==> src/rtl/spdif_pkg.sv <==
// spdif_pkg: shared types and slot constants for the S/PDIF receiver.
//   interval_t : edge-interval class produced by the pulse classifier
//   preamble_t : decoded subframe preamble
//   state_t    : subframe framing FSM states
package spdif_pkg;
  typedef enum logic [1:0] {SHORT, LONG, XLONG, BAD} interval_t;
  typedef enum logic [1:0] {PRE_B, PRE_M, PRE_W, PRE_NONE} preamble_t;
  typedef enum logic [2:0] {HUNT, PRE1, PRE2, PRE3, DATA} state_t;
  localparam int AUDIO_FIRST = 4;
  localparam int AUDIO_LAST = 27;
  localparam int SLOT_V = 28;
  localparam int SLOT_P = 31;
  localparam int AUDIO_BITS = AUDIO_LAST - AUDIO_FIRST + 1;
  // The leading XLONG is implied by entering PRE1, so only the remaining three
  // interval classes distinguish the preambles.
  function automatic preamble_t decode_pre(interval_t a, interval_t b, interval_t c);
    return (a == SHORT && b == SHORT && c == XLONG) ? PRE_B :
           (a == XLONG && b == SHORT && c == SHORT) ? PRE_M :
           (a == LONG  && b == SHORT && c == LONG)  ? PRE_W : PRE_NONE;
  endfunction
endpackage

==> src/rtl/spdif_pulse_classifier.sv <==
// spdif_pulse_classifier: synchronises the raw line, measures edge-to-edge intervals
// and classifies them in units of the biphase half-cell.
//   clk, rst        : clock, asynchronous active-high reset
//   spdif_async     : raw S/PDIF line
//   interval        : class of the interval that just ended (valid with interval_done)
//   interval_done   : one-cycle strobe per detected edge
//   timeout         : one-cycle strobe when the line stays static too long
module spdif_pulse_classifier import spdif_pkg::*; #(
  parameter int CLKS_PER_UI = 16,
  parameter int TIMEOUT_UI = 4
) (
  input  logic      clk,
  input  logic      rst,
  input  logic      spdif_async,
  output interval_t interval,
  output logic      interval_done,
  output logic      timeout
);
  localparam int U = CLKS_PER_UI;
  // The counter saturates at 63, so the timeout threshold cannot exceed that.
  localparam int TO_N = (TIMEOUT_UI * U > 63) ? 63 : TIMEOUT_UI * U;
  logic [2:0] sync;
  logic [5:0] cnt;
  logic fired, edge_hit, to_hit;
  assign edge_hit = sync[2] ^ sync[1];
  // fired keeps a static line from re-reporting the timeout every cycle
  assign to_hit = !edge_hit && !fired && int'(cnt) >= TO_N - 1;
  function automatic interval_t classify(logic [5:0] n);
    int d;
    d = 2 * int'(n);
    return (d >= U && d < 3 * U)     ? SHORT :
           (d >= 3 * U && d < 5 * U) ? LONG  :
           (d >= 5 * U && d < 7 * U) ? XLONG : BAD;
  endfunction
  always_ff @(posedge clk or posedge rst) begin
    if (rst) begin
      sync <= '0;
      cnt <= '0;
      fired <= 1'b0;
      interval <= BAD;
      interval_done <= 1'b0;
      timeout <= 1'b0;
    end else begin
      sync <= {sync[1:0], spdif_async};
      interval_done <= edge_hit;
      timeout <= to_hit;
      if (edge_hit) begin
        cnt <= 6'd1;
        fired <= 1'b0;
        interval <= classify(cnt);
      end else begin
        cnt <= (cnt == 6'd63) ? cnt : cnt + 6'd1;
        fired <= fired | to_hit;
      end
    end
  end
endmodule

==> src/rtl/spdif_in.sv <==
// spdif_in: S/PDIF (IEC 60958) receiver producing one stereo 24-bit pair per frame.
//   clk, rst      : oversampling clock, asynchronous active-high reset
//   spdif_async   : raw biphase-mark line
//   ldataout      : left sample of the last accepted frame
//   rdataout      : right sample of the last accepted frame
//   data_valid    : one-cycle strobe with each new pair
//   block_start   : presented frame began with preamble B
//   lock          : LOCK_FRAMES consecutive good frames since the last error
//   parity_error  : one-cycle strobe on a subframe parity failure
module spdif_in import spdif_pkg::*; #(
  parameter int CLKS_PER_UI = 16,
  parameter int LOCK_FRAMES = 4,
  parameter int TIMEOUT_UI = 4
) (
  input  logic        clk,
  input  logic        rst,
  input  logic        spdif_async,
  output logic [23:0] ldataout,
  output logic [23:0] rdataout,
  output logic        data_valid,
  output logic        block_start,
  output logic        lock,
  output logic        parity_error
);
  localparam int GW = $clog2(LOCK_FRAMES + 1);
  interval_t iv, c1, c2;
  preamble_t pre, pre_dec;
  state_t state, state_n;
  logic done, to, half, half_n, bit_ok, bit_val, err, sub_done, par, left_ok, is_b;
  logic [5:0] slot;
  logic [AUDIO_BITS-1:0] sr, lhold;
  logic [GW-1:0] good_cnt, good_n;

  spdif_pulse_classifier #(.CLKS_PER_UI(CLKS_PER_UI), .TIMEOUT_UI(TIMEOUT_UI)) u_cls (
    .clk(clk),
    .rst(rst),
    .spdif_async(spdif_async),
    .interval(iv),
    .interval_done(done),
    .timeout(to)
  );

  assign pre_dec = decode_pre(c1, c2, iv);
  assign good_n = (good_cnt == GW'(LOCK_FRAMES)) ? good_cnt : good_cnt + GW'(1);
  assign sub_done = bit_ok && slot == 6'(SLOT_P);

  always_ff @(posedge clk or posedge rst) begin
    if (rst) state <= HUNT;
    else state <= state_n;
  end

  // Slot 32 means "subframe complete": the next interval must be the XLONG
  // that opens the following preamble.
  always_comb begin
    state_n = state;
    half_n = half;
    bit_ok = 1'b0;
    bit_val = 1'b0;
    err = to;
    if (!to && done)
      case (state)
        HUNT: state_n = (iv == XLONG) ? PRE1 : HUNT;
        PRE1: state_n = PRE2;
        PRE2: state_n = PRE3;
        PRE3: begin
          state_n = DATA;
          err = (pre_dec == PRE_NONE);
        end
        default:
          if (slot == 6'(SLOT_P + 1)) begin
            state_n = PRE1;
            err = (iv != XLONG);
          end else if (iv == SHORT) begin
            half_n = !half;
            bit_ok = half;
            bit_val = 1'b1;
          end else if (iv == LONG && !half) bit_ok = 1'b1;
          else err = 1'b1;
      endcase
    if (err) state_n = HUNT;
  end

  always_ff @(posedge clk or posedge rst) begin
    if (rst) begin
      c1 <= SHORT;
      c2 <= SHORT;
      pre <= PRE_NONE;
      slot <= '0;
      half <= 1'b0;
      par <= 1'b0;
      sr <= '0;
      lhold <= '0;
      left_ok <= 1'b0;
      is_b <= 1'b0;
      good_cnt <= '0;
      ldataout <= '0;
      rdataout <= '0;
      data_valid <= 1'b0;
      block_start <= 1'b0;
      lock <= 1'b0;
      parity_error <= 1'b0;
    end else begin
      data_valid <= 1'b0;
      parity_error <= 1'b0;
      half <= half_n;
      if (done && state == PRE1) c1 <= iv;
      if (done && state == PRE2) c2 <= iv;
      if (bit_ok) begin
        slot <= slot + 6'd1;
        par <= par ^ bit_val;
        if (slot < 6'(SLOT_V)) sr <= {bit_val, sr[AUDIO_BITS-1:1]};
      end
      if (state == PRE3 && state_n == DATA) begin
        pre <= pre_dec;
        slot <= 6'(AUDIO_FIRST);
        half <= 1'b0;
        par <= 1'b0;
      end
      // A parity failure drops the subframe and any pending left half, but
      // leaves framing and lock untouched.
      if (sub_done) begin
        if (par ^ bit_val) begin
          parity_error <= 1'b1;
          left_ok <= 1'b0;
        end else if (pre != PRE_W) begin
          lhold <= sr;
          left_ok <= 1'b1;
          is_b <= (pre == PRE_B);
        end else if (left_ok) begin
          ldataout <= lhold;
          rdataout <= sr;
          block_start <= is_b;
          data_valid <= 1'b1;
          left_ok <= 1'b0;
          good_cnt <= good_n;
          lock <= (good_n == GW'(LOCK_FRAMES));
        end
      end
      if (err) begin
        left_ok <= 1'b0;
        lock <= 1'b0;
        good_cnt <= '0;
      end
    end
  end
endmodule

==> config.mk <==
export PLATFORM = sky130hd
export DESIGN_NAME = spdif_in
export DESIGN_NICKNAME = d
export VERILOG_FILES = /design/src/rtl/spdif_pkg.sv /design/src/rtl/spdif_pulse_classifier.sv /design/src/rtl/spdif_in.sv
export SDC_FILE = /design/constraint.sdc
export NUM_CORES = 1
export LEC_CHECK = 0
export CELL_PAD_IN_SITES_DETAIL_PLACEMENT = 1
export CELL_PAD_IN_SITES_GLOBAL_PLACEMENT = 2
export CORE_UTILIZATION = 40
export DETAILED_ROUTE_END_ITERATION = 10
export GPL_ROUTABILITY_DRIVEN = 1
export PLACE_DENSITY = 0.86
export SETUP_SLACK_MARGIN = 0.15
export SLEW_MARGIN = 20
export SYNTH_ARGS = -nofsm -noshare
export SYNTH_HDL_FRONTEND = slang
export SYNTH_SLANG_ARGS = --single-unit
export TNS_END_PERCENT = 1
==> constraint.sdc <==
create_clock -name clk -period 7.9 [get_ports clk]
set_clock_uncertainty 0.05 [all_clocks]
set_input_delay 0.79 -clock clk [delete_from_list [all_inputs] [get_ports clk]]
set_output_delay 0.79 -clock clk [all_outputs]
set_load 0.1 [all_outputs]
==> flow_summary.yaml <==
setup_path:
  critPathArrivalTime_ns: 1.96
  timing.rr.start: "slot[0]"
  worstSetupPathType: "flip-flop to output port"
  ff2ff_setup_slack_ns: 5.22
  cp_top_family: "buffers and inverters"
  slowest_delay_ns: 1.16
  rr_worst_depth: 8
  required_ns: 7.06
  timing.rr.end: "lock"
  start_kind: "flip-flop"
  worstPathMaxFanout: 2
  critPathBufInv: 1
  end_kind: "output port"
  path_cells: "clkdlybuf4s50_1"
  critical_path.slowest_cell: "clkdlybuf4s50_1"
min_path:
  hold_class: "flip-flop to flip-flop"
  hold_start: "u_cls.sync[0]"
  holdPathStages: 0
  hold_path_end: "u_cls.sync[1]"
timing:
  relSlewSlack: 0.271
  timing.hold.ws_ns: 0.299
  hold_violations: 0
  setup_viol_count_final: 0
  final.setup.tns_ns: 0
  grt_setup_unrepaired: "no"
  finalCritPeriodShare: 0.354
  slew_viol_final: 0
  worst_pin_slew_ns: 1.08
  final.min_clock_period_ns: 2.80
  max_freq_mhz: 357
floorplanning:
  core_area_um2: 14000
  dieArea_um2: 14900
  die_w_um: 122
  start_util: 0.414
  ioPinCount: 55
  num_rows: 43
  die_h_um: 122
yosys:
  synth_xor_area_frac: 0.0242
  synth_seq_cells: 136
  synthCells: 406
  synthFlopType: "dfrtp_1"
  synth_compound_area_frac: 0.0368
  ys_types: 52
  synth_adder_area_share: 0.0108
  synth.area.mux_share: 0.219
  syn_avg_cell_area_um2: 14.2
  synth_edf_count: 0
  yosysSeqAreaShare: 0.589
  synth-simple-area-share: 0.0878
  synth_top_family_by_area: "multiplexers"
  synthesis.area_um2: 5780
  ys_warn_count: 0
  ys_async_sr_fraction: 1.00
  syn_nets: 414
global_routing:
  grt.busiest_layer: "met2"
  use_met3: 0.0437
  grt_pass1_wl_um: 18800
  gr-total-overflow: 0
  use_met2: 0.268
  globalRouteTotalUtil: 0.164
  grt_max_degree: 80
  antenna_found_initial: 0
  grt_pass1_vias: 3633
  met1_usage: 0.209
clocking:
  numCtsBuffers: 17
  postCtsSetupRepairBufs: 0
  cts_tree: "built"
  clockBufferDepth: 2
  cts_resized: 0
  clk-insertion-delay-late_ns: 0.41
  clock-sinks: 136
  htree_levels: 4
  cts_hold_buf: 0
  cts_root_buf: "clkbuf_16"
  path_clk_slew_ns: 0.06
final_layout:
  most-common-layout-cells: "132 x dfrtp_1, 78 x mux2_1, 54 x clkdlybuf4s50_1, 25 x nor2_1, 21 x mux2_4"
  drive_gt1_frac: 0.152
  syn_to_final_growth_pct: 21.9
  final_area_um2: 7050
  nNetsFinal: 471
  diodes: 0
  nFillCells: 1381
  final_common_cell: "dfrtp_1"
placed_design:
  portBuffers: 54
  dpl.hpwl_um: 6860
  finalWeightedCongestion: 0.736
  place_area_um2: 6420
power:
  vdd_ir_drop_max_uv: 154
  leakage_nw: 3.42
  powerDensity_nw_per_um2: 239
drt:
  vias: 3320
  dr.pass1.iters: 4
  drt_iter0_drc: 162
  ant_nets: 0
  routed_wirelength_um: 10800
  drc: 0
  wire_per_inst_um: 16.5
  vias_per_cell: 5.07
run_status:
  outcome: "complete, no violations"
run:
  maxCapViolations: 0
==> final cells by class <==
cell class / count / area [um2] / area share
well taps: 180 / 225 / 0.0319
flip-flops and latches: 136 / 3410 / 0.483
inverters: 9 / 38.8 / 0.00550
repair buffers: 56 / 556 / 0.0788
clock inverters: 11 / 171 / 0.0243
multi-input cells: 243 / 2190 / 0.311
clock buffers: 20 / 457 / 0.0648
==> sequential cells by signal, indices dropped and copies added (netlist names), 3 cells and up <==
signal,cells
u_cls.cnt,6
rdataout,24
u_cls.sync,3
slot,6
good_cnt,3
state,3
ldataout,24
sr,24
lhold,24
==> stage by stage <==
stage | std cells | worst slack (ns) | util | power, mW
2_1_floorplan | 406 | 3.43 | - | 0.847
3_3_place_gp | 624 | 5.19 | 0.459 | 0.862
3_5_place_dp | 624 | 5.14 | 0.459 | 0.870
4_1_cts | 655 | 5.08 | 0.504 | 1.71
5_1_grt | 655 | 5.02 | 0.504 | 1.76
6_report | 655 | 5.10 | 0.504 | 1.69
==> report_power, final <==
group | total, mW | internal, mW | switching (mW)
registers | 0.760 | 0.720 | 0.0392
clock network | 0.830 | 0.544 | 0.286
logic | 0.0960 | 0.0423 | 0.0537
total | 1.69 | 1.31 | 0.379
==> synthesized netlist by cell type (all sizes together), types with 5 or more instances <==
| cell type | number | area, um2 |
|---|---|---|
| a21oi | 10 | 50.1 |
| buf | 14 | 135 |
| dfrtp | 132 | 3300 |
| ha | 5 | 62.6 |
| inv | 9 | 33.8 |
| mux2 | 103 | 1240 |
| nand2 | 16 | 60.1 |
| nand3 | 7 | 35.0 |
| nor2 | 25 | 93.8 |
| nor3 | 7 | 35.0 |
| xnor2 | 9 | 78.8 |
| xor2 | 7 | 61.3 |
==> how the worst max path moves through the flow <==
stage	end	depth (start not counted)	startpoint
2_1_floorplan	block_start	1	rst
3_3_place_gp	rdataout[18]	3	rst
3_5_place_dp	ldataout[17]	3	rst
4_1_cts	ldataout[1]	1	ldataout[1]
5_1_grt	lock	8	slot[0]
6_report	ldataout[1]	1	ldataout[1]
==> layer usage <==
| layer | part of all wire | wire [um] |
|---|---|---|
| met1 | 0.46 | 4980 |
| met2 | 0.49 | 5310 |
| met3 | 0.034 | 373 |
| met4 | 0.014 | 146 |
| met5 | 0 | 0 |
==> cell families after synthesis <==
logic type                 Yosys count
xor gates and xnor gates            16
AOI/OAI and AO/OA                   31
muxes                              106
DFF                                136
adders and majority gates            5
buffers and inverters               27
and+or+nand+nor                     85
Power figures use the tool's default switching activity.
